File: src/rtl/spike_dec_pkg.sv
// Shared types and helpers for the spike rate decoder.
// Holds the FSM state enum, default parameter values and a saturating add.
package spike_dec_pkg;

    typedef enum logic {
        IDLE  = 1'b0,
        COUNT = 1'b1
    } state_t;

    localparam int WIN_LOG2_DEF = 8;
    localparam int CNT_W_DEF    = 8;
    localparam int ISI_W_DEF    = 8;

    // a + b clamped to max; callers size the result back to their width
    function automatic logic [31:0] sat_add(
        input logic [31:0] a,
        input logic [31:0] b,
        input logic [31:0] max
    );
        logic [32:0] s;
        s = {1'b0, a} + {1'b0, b};
        return (s > {1'b0, max}) ? max : s[31:0];
    endfunction

endpackage

File: src/rtl/spike_rate_decoder_edge_counter.sv
// Rising-edge detector on the spike input plus a saturating edge counter.
// Ports: clk, rst, spike, clr, cnt_en in; rise, cnt, cnt_nxt (cnt + rise, saturated) out.
module spike_edge_counter
    import spike_dec_pkg::*;
#(
    parameter int CNT_W = CNT_W_DEF
) (
    input  logic             clk,
    input  logic             rst,
    input  logic             spike,
    input  logic             clr,
    input  logic             cnt_en,
    output logic             rise,
    output logic [CNT_W-1:0] cnt,
    output logic [CNT_W-1:0] cnt_nxt
);

    localparam logic [31:0] CNT_MAX = 32'((64'(1) << CNT_W) - 64'(1));

    logic spike_q;

    // a spike held high across many cycles contributes a single edge
    assign rise    = spike & ~spike_q;
    assign cnt_nxt = CNT_W'(sat_add(32'(cnt), {31'd0, rise}, CNT_MAX));

    always_ff @(posedge clk or posedge rst) begin
        if (rst) begin
            spike_q <= 1'b0;
            cnt     <= '0;
        end else begin
            spike_q <= spike;
            if (clr)
                cnt <= '0;
            else if (cnt_en)
                cnt <= cnt_nxt;
        end
    end

endmodule

File: src/rtl/spike_rate_decoder.sv
// Counts spike rising edges per 2**WIN_LOG2-cycle window and hands the rate out on valid/ready.
// Ports: clk, rst, en, spike, rate_ready in; rate_out, rate_valid, overrun, busy, isi_out out.
// Optional inter-spike-interval measurement is built when SPIKE_DEC_ISI_EN is defined.
module spike_rate_decoder
    import spike_dec_pkg::*;
#(
    parameter int WIN_LOG2 = WIN_LOG2_DEF,
    parameter int CNT_W    = CNT_W_DEF,
    parameter int ISI_W    = ISI_W_DEF
) (
    input  logic             clk,
    input  logic             rst,
    input  logic             en,
    input  logic             spike,
    output logic [CNT_W-1:0] rate_out,
    output logic             rate_valid,
    input  logic             rate_ready,
    output logic             overrun,
    output logic             busy,
    output logic [ISI_W-1:0] isi_out
);

    state_t              state;
    logic [WIN_LOG2-1:0] win_cnt;
    logic                rise;
    logic [CNT_W-1:0]    spk_cnt;
    logic [CNT_W-1:0]    spk_nxt;
    logic                counting;
    logic                term;
    logic                res_pend;
    logic [CNT_W-1:0]    res_cnt;

    assign counting = (state == COUNT) && en;
    assign term     = counting && (win_cnt == '1);
    assign busy     = (state == COUNT);

    spike_edge_counter #(
        .CNT_W (CNT_W)
    ) u_edge (
        .clk     (clk),
        .rst     (rst),
        .spike   (spike),
        .clr     (!counting || term),
        .cnt_en  (counting),
        .rise    (rise),
        .cnt     (spk_cnt),
        .cnt_nxt (spk_nxt)
    );

    always_ff @(posedge clk or posedge rst) begin
        if (rst) begin
            state      <= IDLE;
            win_cnt    <= '0;
            res_pend   <= 1'b0;
            res_cnt    <= '0;
            rate_out   <= '0;
            rate_valid <= 1'b0;
            overrun    <= 1'b0;
        end else begin
            unique case (state)
                IDLE: begin
                    win_cnt <= '0;
                    if (en)
                        state <= COUNT;
                end
                COUNT: begin
                    if (!en) begin
                        state   <= IDLE;
                        win_cnt <= '0;
                    end else begin
                        // wraps to 0 after the terminal cycle: windows run back to back
                        win_cnt <= win_cnt + 1'b1;
                    end
                end
                default: state <= IDLE;
            endcase

            // window result is staged one cycle before it meets the handshake
            res_pend <= term;
            if (term)
                res_cnt <= spk_nxt;

            if (res_pend) begin
                if (!rate_valid || rate_ready) begin
                    rate_out   <= res_cnt;
                    rate_valid <= 1'b1;
                end else begin
                    overrun <= 1'b1;
                end
            end else if (rate_valid && rate_ready) begin
                rate_valid <= 1'b0;
            end

            if (!en)
                overrun <= 1'b0;
        end
    end

`ifdef SPIKE_DEC_ISI_EN
    localparam logic [31:0] ISI_MAX = 32'((64'(1) << ISI_W) - 64'(1));

    logic [ISI_W-1:0] isi_cnt;
    logic [ISI_W-1:0] isi_nxt;
    logic             prior;

    assign isi_nxt = ISI_W'(sat_add(32'(isi_cnt), 32'd1, ISI_MAX));

    always_ff @(posedge clk or posedge rst) begin
        if (rst) begin
            isi_cnt <= '0;
            prior   <= 1'b0;
            isi_out <= '0;
        end else if (counting) begin
            if (rise) begin
                if (prior)
                    isi_out <= isi_nxt;
                isi_cnt <= '0;
                prior   <= 1'b1;
            end else begin
                isi_cnt <= isi_nxt;
            end
        end else begin
            // leaving COUNT forgets the previous edge; isi_out keeps its value
            isi_cnt <= '0;
            prior   <= 1'b0;
        end
    end
`else
    logic unused_rise;
    assign unused_rise = rise;
    assign isi_out     = '0;
`endif

endmodule

File: config.mk
export PLATFORM = sky130hd
export DESIGN_NAME = spike_rate_decoder
export DESIGN_NICKNAME = d
export VERILOG_FILES = /design/src/rtl/spike_dec_pkg.sv /design/src/rtl/spike_rate_decoder_edge_counter.sv /design/src/rtl/spike_rate_decoder.sv
export SDC_FILE = /design/constraint.sdc
export NUM_CORES = 1
export LEC_CHECK = 0
export CORE_MARGIN = 2
export CORE_UTILIZATION = 50
export DETAILED_ROUTE_END_ITERATION = 8
export GPL_ROUTABILITY_DRIVEN = 0
export HOLD_SLACK_MARGIN = 0.1
export PLACE_DENSITY = 0.78
export SYNTH_ARGS = -nofsm -noshare
export SYNTH_HDL_FRONTEND = slang
export SYNTH_SLANG_ARGS = --single-unit
File: constraint.sdc
create_clock -name clk -period 3.8 [get_ports clk]
set_input_delay 0.57 -clock clk [delete_from_list [all_inputs] [get_ports clk]]
set_output_delay 0.57 -clock clk [all_outputs]
set_load 0.01 [all_outputs]
==> run metrics <==
outcome=finished clean; Final WS setup=1.746 ns; Final setup viols=0; top_reg_cell synth=dfrtp_1; Crit. End Element=flop; total grt overflow=0; CTS buffer count=5; Synth top area share=56.45%; pwr dens=336.3 mW/mm²; CTS Hold Bufs=0; fin area=0.001851 mm²; GR met3 Demand/Resource=4.412%; Hold Path Class=reg -> reg; dpl cells=199; M1 GR Usage=22.05%; vias=1104; Comb pwr share=4.3%; Peak VDD IR=0.1544 mV; Die ar.=0.003755 mm²; post-synthesis sequential area ratio=56.45%; top-count cell post-synth=dfrtp_1; Num Clock Sinks=37; Post-CTS Setup Bufs=0; Lkg Pwr=0.8298 nW; wire per inst=13.17 µm; Sequential Power Share=63.9%; CP Class=in -> reg; grt met2 use=27.36%; TritonCTS clock tree=built; busiest layer in global routing=met2; CP Launch Type=input pin; Hold Fails Final Rpt=0; Setup TNS=0 ns; pre-CTS setup slack=1.387 ns; final net count=170; post-synthesis instance total=144; share of layout cells above drive strength 1=13.50%; data required time at the worst endpoint=4.06 ns; dpl cell area=0.001795 mm²; sw power=148.5 µW; Worst-path clk slew=0.11 ns; HPWL reported at the end of detailed placement=1.992 mm; Pint=473.8 µW; Mean Syn Cell Area=11.39 µm²; Clock Root Buffer=clkbuf_4; Post-route DRC=0; Initial Utilization=53.29%; initial antenna violation count=0; Max Slew Vio Count=0; fraction of registers with async set or reset after synthesis=100.0%; Finished Layout Cells=207; Setup Skew=0.005078 ns; Highest Clock Rate=486.9 MHz; Vias/cell=5.333; largest net degree at the start of global routing=38; total power=622.3 µW; hold_ws=0.4691 ns; port buffer count=15; number of synthesized flops with an enable pin=0; Max Fanout on Critical Path=12; Die W=61.28 µm; I/O pin cnt=24; Gates resized, CTS repair=0; vias in the first global route=1091; period utilization=54.05%; top post-synthesis cells by count=dfrtp_1, a31oi_1, a21oi_1, buf_4, mux2_2; clock latency on the worst-skew pair=0.33 ns; post-route minimum period=2.054 ns; largest area contributor in the netlist=dfrtp_1; Clock power frac=31.8%; Synth area leaders=dfrtp_1, mux2_2, a31oi_1; total wire length=2.727 mm; Worst EP arrival=2.31 ns; Core ar.=0.003078 mm²; RSZ-0062 raised after global routing=false; Ant. Diodes=0; Yosys cell types=35; Routed Antenna Nets=0; FF+latch count, synth=37; H-tree levels=2; area growth from synthesis to layout=12.81%; synthesized area=0.001640 mm²; # Max-Cap Violations=0; row cnt=20; DR pass1 iterations=4; first-pass GRT wire length=4.712 mm; clock buffer depth=2; yosys warns=0; switching share of power=23.86%; GRT Overall Usage=17.38%; DIE HEIGHT=61.28 µm; Worst-Margin Slew=0.6338 ns; slew margin rel.=57.47%; post-layout util=60.12%; initial DRC count=21
## flip-flops by register name, indices dropped and copies added, names as in the netlist
register / count
busy: 1
overrun: 1
rate_out: 8
rate_valid: 1
res_cnt: 8
res_pend: 1
u_edge.cnt: 8
u_edge.spike_q: 1
win_cnt: 8
## worst paths after layout
check                                               from                         to  slack, ns  depth (start not counted)
worst min register to register      win_cnt[0]$_DFF_PP0_       win_cnt[0]$_DFF_PP0_       0.47                          1
min in group asynchronous                            rst       win_cnt[0]$_DFF_PP0_       0.62                          3
max in group asynchronous                            rst  u_edge.cnt[7]$_DFFE_PP0P_       2.87                          3
worst max-delay path                               spike     res_cnt[5]$_DFFE_PP0P_       1.75                          6
worst max register to register  u_edge.spike_q$_DFF_PP0_     res_cnt[5]$_DFFE_PP0P_       2.10                          5
worst min-delay path                win_cnt[0]$_DFF_PP0_       win_cnt[0]$_DFF_PP0_       0.47                          1
## layout by cell type, fill, tap and decap left out, types with 3 or more instances in the layout
| master | synthesis | final |
|---|---|---|
| dfrtp_1 | 37 | 37 |
| clkdlybuf4s50_1 | 0 | 15 |
| a31oi_1 | 12 | 12 |
| a21oi_1 | 8 | 8 |
| mux2_2 | 8 | 8 |
| conb_1 | 1 | 8 |
| nand3_1 | 7 | 7 |
| nand2_1 | 6 | 6 |
| inv_1 | 5 | 5 |
| nor2_1 | 5 | 5 |
| clkbuf_4 | 0 | 5 |
| xor2_1 | 4 | 4 |
| o21ai_0 | 4 | 4 |
| or3_1 | 4 | 4 |
| o31ai_1 | 4 | 4 |
| nand4_1 | 3 | 3 |
| ha_1 | 3 | 3 |
## area by class of cell
type | count | area, µm²
timing repair buffer | 16 | 157.7
tap | 44 | 55.05
clock buffer | 5 | 37.54
sequential | 37 | 925.9
clock inverter | 3 | 17.52
inverter | 5 | 18.77
fill | 271 | 1227
multi-input combinational | 97 | 638.1
## power groups by stage
stage          sequential, mW  combinational (mW)  clock [mW]
2_1_floorplan           0.405              0.0225           0
3_3_place_gp            0.405              0.0259           0
3_5_place_dp            0.405              0.0272           0
4_1_cts                 0.398              0.0273       0.207
5_1_grt                 0.398              0.0302       0.218
6_report                0.398              0.0266       0.198
## routing by layer
layer  vias up  share of wire (%)
met5         -                  0
met4         0                2.3
met3         7                4.2
met2        25                 49
met1       531                 45
li1        541                  -
## cells by family (layout without fill, tap and decap cells)
family / after synthesis / count (layout) / share of synthesized area [%]
AO/OA/AOI/OAI: 34 / 34 / 12.89
other: 1 / 8 / 0.2286
AND/OR/NAND/NOR: 38 / 38 / 13.20
multiplexers: 8 / 8 / 5.492
buffers and inverters: 17 / 29 / 6.255
XOR/XNOR: 6 / 6 / 3.204
adder cells (fa/ha/maj): 3 / 3 / 2.289
flip-flops: 37 / 37 / 56.45
## critical path, cell delays in order
cell	delay [ns]
clkdlybuf4s50_1	0.47
nor2b_1	0.18
ha_1	0.23
and3_4	0.22
or3b_4	0.46
a41oi_1	0.19
No activity file was read; power rests on OpenSTA's default activity.
